`src/rtl/exu_cal.sv`:
```
// exu_cal: shared ALU calculation centre; 1-cycle add/sub/xor/cmp, iterative 1-bit-per-cycle shifts
module exu_cal #(
    parameter int CAL_OPB_SIZE = 73,
    parameter int XLEN         = 32
) (
    input  logic                    clk,
    input  logic                    rst_n,
    input  logic                    hs_al4cal_val,
    output logic                    hs_cal4al_rdy,
    input  logic [CAL_OPB_SIZE-1:0] i_cal_opb,
    output logic [XLEN-1:0]         o_cal_res
);
    typedef enum logic [1:0] {IDLE, SHIFT, DONE} state_t;
    state_t state, state_nxt;
    logic [6:0]      op;
    logic [32:0]     opn1, opn2;
    logic [4:0]      shamt, cnt;
    logic [XLEN-1:0] shreg, alu_res;
    logic            is_sh, lt, shl, fill;
    assign op    = i_cal_opb[6:0];
    assign opn1  = i_cal_opb[39:7];
    assign opn2  = i_cal_opb[72:40];
    assign shamt = opn2[4:0];
    // ADD and SUB outrank the shifts; XOR/CMP only matter when no shift bit is set
    assign is_sh = ~op[0] & ~op[1] & |op[4:2];
    // signed 33-bit compare == sign of the 34-bit difference; serves SLT and SLTU
    assign lt    = $signed(opn1) < $signed(opn2);
    assign alu_res = op[0] ? opn1[31:0] + opn2[31:0] :
                     op[1] ? opn1[31:0] - opn2[31:0] :
                     op[5] ? opn1[31:0] ^ opn2[31:0] :
                     op[6] ? {{(XLEN-1){1'b0}}, lt} : '0;
    always_comb begin
        state_nxt = state == IDLE  ? (hs_al4cal_val ? ((is_sh && shamt != 5'd0) ? SHIFT : DONE) : IDLE) :
                    state == SHIFT ? (!hs_al4cal_val ? IDLE : (cnt == 5'd1) ? DONE : SHIFT) :
                    IDLE;
    end
    always_ff @(posedge clk or negedge rst_n) begin
        if (!rst_n) begin
            state <= IDLE;
            shreg <= '0;
            cnt   <= '0;
            shl   <= 1'b0;
            fill  <= 1'b0;
        end else begin
            state <= state_nxt;
            if (state == IDLE && hs_al4cal_val) begin
                shreg <= is_sh ? opn1[31:0] : alu_res;
                cnt   <= shamt;
                shl   <= op[2];
                fill  <= ~op[2] & ~op[3] & opn1[31];
            end else if (state == SHIFT) begin
                shreg <= shl ? {shreg[XLEN-2:0], 1'b0} : {fill, shreg[XLEN-1:1]};
                cnt   <= cnt - 5'd1;
            end
        end
    end
    // dropping val in DONE flushes the result without a handshake
    assign hs_cal4al_rdy = (state == DONE) & hs_al4cal_val;
    assign o_cal_res     = hs_cal4al_rdy ? shreg : '0;
endmodule

```
`config.mk`:
```
export PLATFORM = sky130hd
export DESIGN_NAME = exu_cal
export DESIGN_NICKNAME = d
export VERILOG_FILES = /design/src/rtl/exu_cal.sv
export SDC_FILE = /design/constraint.sdc
export NUM_CORES = 1
export LEC_CHECK = 0
export CAP_MARGIN = 15
export CORE_ASPECT_RATIO = 1.2
export CORE_MARGIN = 2
export CORE_UTILIZATION = 25
export DETAILED_ROUTE_END_ITERATION = 6
export SLEW_MARGIN = 5
export SYNTH_ARGS = -nofsm -noshare
export SYNTH_HDL_FRONTEND = slang
export SYNTH_SLANG_ARGS = --single-unit
```
`constraint.sdc`:
```
create_clock -name clk -period 4.49 [get_ports clk]
set_input_delay 0.6735 -clock clk [delete_from_list [all_inputs] [get_ports clk]]
set_output_delay 0.6735 -clock clk [all_outputs]
set_load 0.01 [all_outputs]
```
* Word level (Yosys, flattened, before mapping) *
Cells that the tools add are included.

word-level totals
  flip-flop bits (word level) = 41
  output and inout bits = 33
  logic and storage cells = 45

operators by class
  add/sub/neg operators = 3
  $lt $le $gt $ge = 1
  equal/unequal tests = 3
  mux-type cells = 17
  bitwise operators = 10
  reductions and logical operators = 6

operators by type and width
  kind                   number
  $mux W32               8
  $lt A33 B33 Y1         1
  $add A32 B32 Y32       1
  $sub A32 B32 Y32       1
  $xor A32 B32 Y32       1
  $mux W2                6
  $mux W5                2
  $and A1 B1 Y1          5
  $eq A5 B1 Y1 const B   1
  $reduce_bool A5 Y1     1
  $sub A5 B1 Y5 const B  1
  $not A1 Y1             4
  $reduce_or A3 Y1       1
  $eq A2 B1 Y1 const B   1
  $eq A2 B2 Y1 const B   1
  $logic_and A1 B1 Y1    2
  $logic_not A2 Y1       1
  $reduce_bool A2 Y1     1
  $mux W1                1

* Logic depth before layout (Yosys ltp) *
  depth in word-level cells = 7
  gate-level depth with buffers = 12
  mapped depth without buffers = 12

* Least setup slack after synthesis *
Ideal clock, no wire load.

  path kind = input port to flip-flop
  start = input i_cal_opb[7]
  end = register shreg[30]
  setup time = 0.126 ns
  arrival time = 3.022 ns
  slack = 1.342 ns
  stages = 12
  buffers on the path = 0
  cells stage by stage = ha_1 -> inv_1 -> fa_1 -> o21ba_1 -> or4_4 -> a2111oi_4 -> nor4_1 -> o21ai_2 -> o22ai_2 -> o31ai_4 -> xor2_1 -> a21oi_1

between the ends
  word-level cells in the longest chain between the ends = 5
  elaborated cells between the ends (all ways) = 6
  those cells by class = add/sub: 2; mux: 4

RTL lines
  item                    line  text
  start: declaration      10    input logic [CAL_OPB_SIZE-1:0] i_cal_opb,
  $sub A32 B32 Y32        29    op[1] ? opn1[31:0] - opn2[31:0] :
  $mux W32                29
  $mux W32 *              28    assign alu_res = op[0] ? opn1[31:0] + opn2[31:0] :
  $mux W32 *              47    shreg <= is_sh ? opn1[31:0] : alu_res;
  $mux W32 *              46    if (state == IDLE && hs_al4cal_val) begin
  end signal: assignment  47
  end signal: assignment  52    shreg <= shl ? {shreg[XLEN-2:0], 1'b0} : {fill, shreg[XLEN-1:1]};
  end: declaration        18    logic [XLEN-1:0] shreg, alu_res;

Every way passes the cells marked *; elsewhere a longest branch is shown, timed or not.
A chain may end at the register's enable or synchronous reset.

* Final worst setup path *
  start = input i_cal_opb[40]
  end = register shreg[24]

The elaborated chain is that of the path after synthesis.

==> results.md <==
* Clock Pin Slew Worst Setup and Hold Paths at 60 ps
* Register area share after synthesis at between 10% and 20%
* Hold WS at between 400 and 500 ps
* Worst skew pair latency at 290 ps
* HPWL Detailed at 21.9 mm
* Wire per inst at 19.9 um
* TritonRoute pass-1 iters at 5
* Worst VDD drop at 0.176 mV
* Slew @ Worst Pin at around 1000 ps
* Post-synthesis cell count at 989
* Static Leak at 3.61 nW
* # DRC at 0
* Design area at 8510 um2
* #FFs+latches synth at 41
* Placed cell areas at approximately 8300 um2
* Post-DR vias/cell at approximately 5.7
* GP Congestion at 0.988
* Buffers added on ports at 108
* Crit path time final at 4000 ps
* CTS Hold Buffers Added at 0
* Vias at 7978
* CTS max path bufs at 2
* Initial drt markers at 671
* Final Hold Vio Count at 0
* Hold WC Path Type: reg2reg
* Cell variety after synth at just under 80
* Die span in y at 186 um
* Post-synth top flop: dfrtp_1
* Syn_area_per_cell at approximately 7.0 um2
* PD cells at ~250 nW/um2
* Post-CTS Resized at 0
* DRT antenna net count at 0
* Number of enable flip-flop cells after synthesis at 0
* CTS tree: done
* Total of max-cap violations at 0
* Share of layout cells above drive strength 1 at 6.67%
* Area Growth Syn to Fin at 23.4%
* Fmax at 250 MHz
* Setup TNS at 0 ps
* Arrival time worst endpoint at 4170 ps
* Startpoint Class: primary input
* RSZ-0062 raised after global routing: false
* Antenna cell count at 0
* Period utilisation layout at 89.2%
* GRT Total Usage at 18.8%
* Initial cell density of the core at ~25%
* Setup violators final at 0
* GRT Residual Overflow at 0
* FP Rows at 66
* Ports at about 110
* Largest net degree at the start of global routing at 45
* Crit end category: flop
* Post-Route WL at 27.9 mm
* Crit Path Max Fanout at 5
* Synthesized net count at between 1000 and 1500
* Initial antenna violation count at 0
* Postcts setup bufs at 0
* CTS buffer count at 5
* Fill cell count at 2957
* Slew HR at 32.5%
* Status: complete, no violations
* CORE AREA at approximately 27000 um2
* Kind of critical path: in2reg
* CTS root buffer: clkbuf_16
* First-pass GRT wire length at 43.4 mm
* Post-synth ARST share at 100%
* Clock sink count at 41
* Data required time of the worst path at 4660 ps
* Ys Warns at 0
* Die area at roughly 29000 um2
* Fin nets at 1208
* Vias in the first global route at 7592
* Clock skew at 5.90 ps
* Final Max Tran Viols at 0
* Die width at 156 um
* H-tree levels at 2
* Mapped Area at just under 7000 um2
## area by class of cell
cell class / count / area (um2) / share of cell area (%)
clock buffers: 5 / 125 / 1.47
clock inverters: 2 / 35.0 / 0.412
inverters: 73 / 274 / 3.22
multi-input cells: 808 / 5340 / 62.8
flip-flops and latches: 41 / 1030 / 12.1
well taps: 340 / 425 / 5.00
repair buffers: 135 / 1280 / 15.0
## stage by stage
stage          util, %  power (W)  instances  setup slack, ps
2_1_floorplan        -    0.00128        989             1340
3_3_place_gp      30.8    0.00170       1397              308
3_5_place_dp      30.8    0.00170       1397              335
4_1_cts           31.4    0.00212       1404              596
5_1_grt           31.4    0.00227       1404              365
6_report          31.4    0.00214       1404              486
## power by group
part | switching [W] | internal, W | leakage, nW
sequential | 0.000108 | 0.000458 | 0.496
clock | 0.000157 | 0.000259 | 0.0797
combinational | 0.000670 | 0.000486 | 3.04
total | 0.000935 | 0.00120 | 3.61
## synth_stat cells, drive strengths merged, types with 6 or more instances
master  count  area [um2]
nand2b     14        87.6
nor4       16         100
nor3       13        65.1
mux2       14         158
nor2      104         390
a31oi      12        75.1
nand2      74         278
buf        15        65.1
a21oi     121         621
o31ai      12         104
mux2i      21         210
nand4       6        37.5
o22ai      11        75.1
o21bai      8        60.1
nand3      20         100
or3         7        43.8
a22oi       9        67.6
o21ai      80         404
a21o       11        82.6
dfrtp      41        1030
o21a        6        45.0
nor2b      17         106
inv        73         274
clkbuf     52         195
a211oi     14         105
a221oi      7        73.8
o311ai      6        52.6
xnor2      15         131
o211ai      8        60.1
ha         66         826
and3       39         244
## metal layers
metal / wire, um / GRT usage (%)
met4: 836 / 5.83
met1: 12300 / 25.6
met5: 0 / 0
met2: 12900 / 31.3
met3: 1870 / 2.17
## registers in the layout, indices dropped and copies added (netlist names)
register  cells
cnt           5
shl           1
state         2
fill          1
shreg        32
## cells in the final DEF (no fill, tap or decap), types with 4 or more instances in the layout
master,n
a21o_1,11
o21ai_1,8
o311ai_0,5
a221oi_1,5
a31oi_1,12
a211o_1,4
nand2b_1,14
o21a_1,6
mux2_2,14
nor3b_1,5
nand2_1,74
o22ai_1,10
clkdlybuf4s50_1,107
o221ai_1,5
and3_1,39
nor4_1,16
nor3_1,12
nand3b_1,4
ha_1,66
dfrtp_1,41
a22oi_1,9
xor2_1,4
or3_1,7
a21oi_2,4
nor2b_1,17
a222oi_1,4
buf_4,27
o21ai_0,70
a21oi_1,117
o31ai_1,11
o21bai_1,8
xnor2_1,15
o211ai_1,8
inv_1,71
a211oi_1,14
nor2_1,104
nand4_1,6
nand3_1,20
mux2i_1,21
clkbuf_16,5
## final timing paths
kind	startpoint	end	slack [ps]	cells past startpoint
min reg2reg	fill	fill	490	2
min in group asynchronous	rst_n	state[1]	550	1
max	i_cal_opb[40]	shreg[24]	490	13
min	fill	fill	490	2
max in group asynchronous	rst_n	shreg[22]	3300	1
max reg2reg	state[1]	shreg[27]	1800	9
## worst max-delay path: stages
cell,delay (ps)
clkdlybuf4s50_1,610
ha_1,220
inv_1,50
fa_1,380
o21ba_1,200
or4_4,460
nand2_1,160
a221oi_2,110
a21oi_2,350
a41oi_1,180
o31ai_1,420
mux2i_1,250
a21oi_1,80
## kinds of logic (layout without fill, tap and decap cells)
logic type	after synthesis	in the layout	synth area share, %
fa+ha+maj	68	68	12.6
buf+inv	140	215	7.75
mux	35	35	5.34
xor+xnor	19	19	2.41
simple gates	328	328	23.0
compound gates	358	358	34.0
flops	41	41	14.9
No activity file was read; power rests on OpenSTA's default activity.
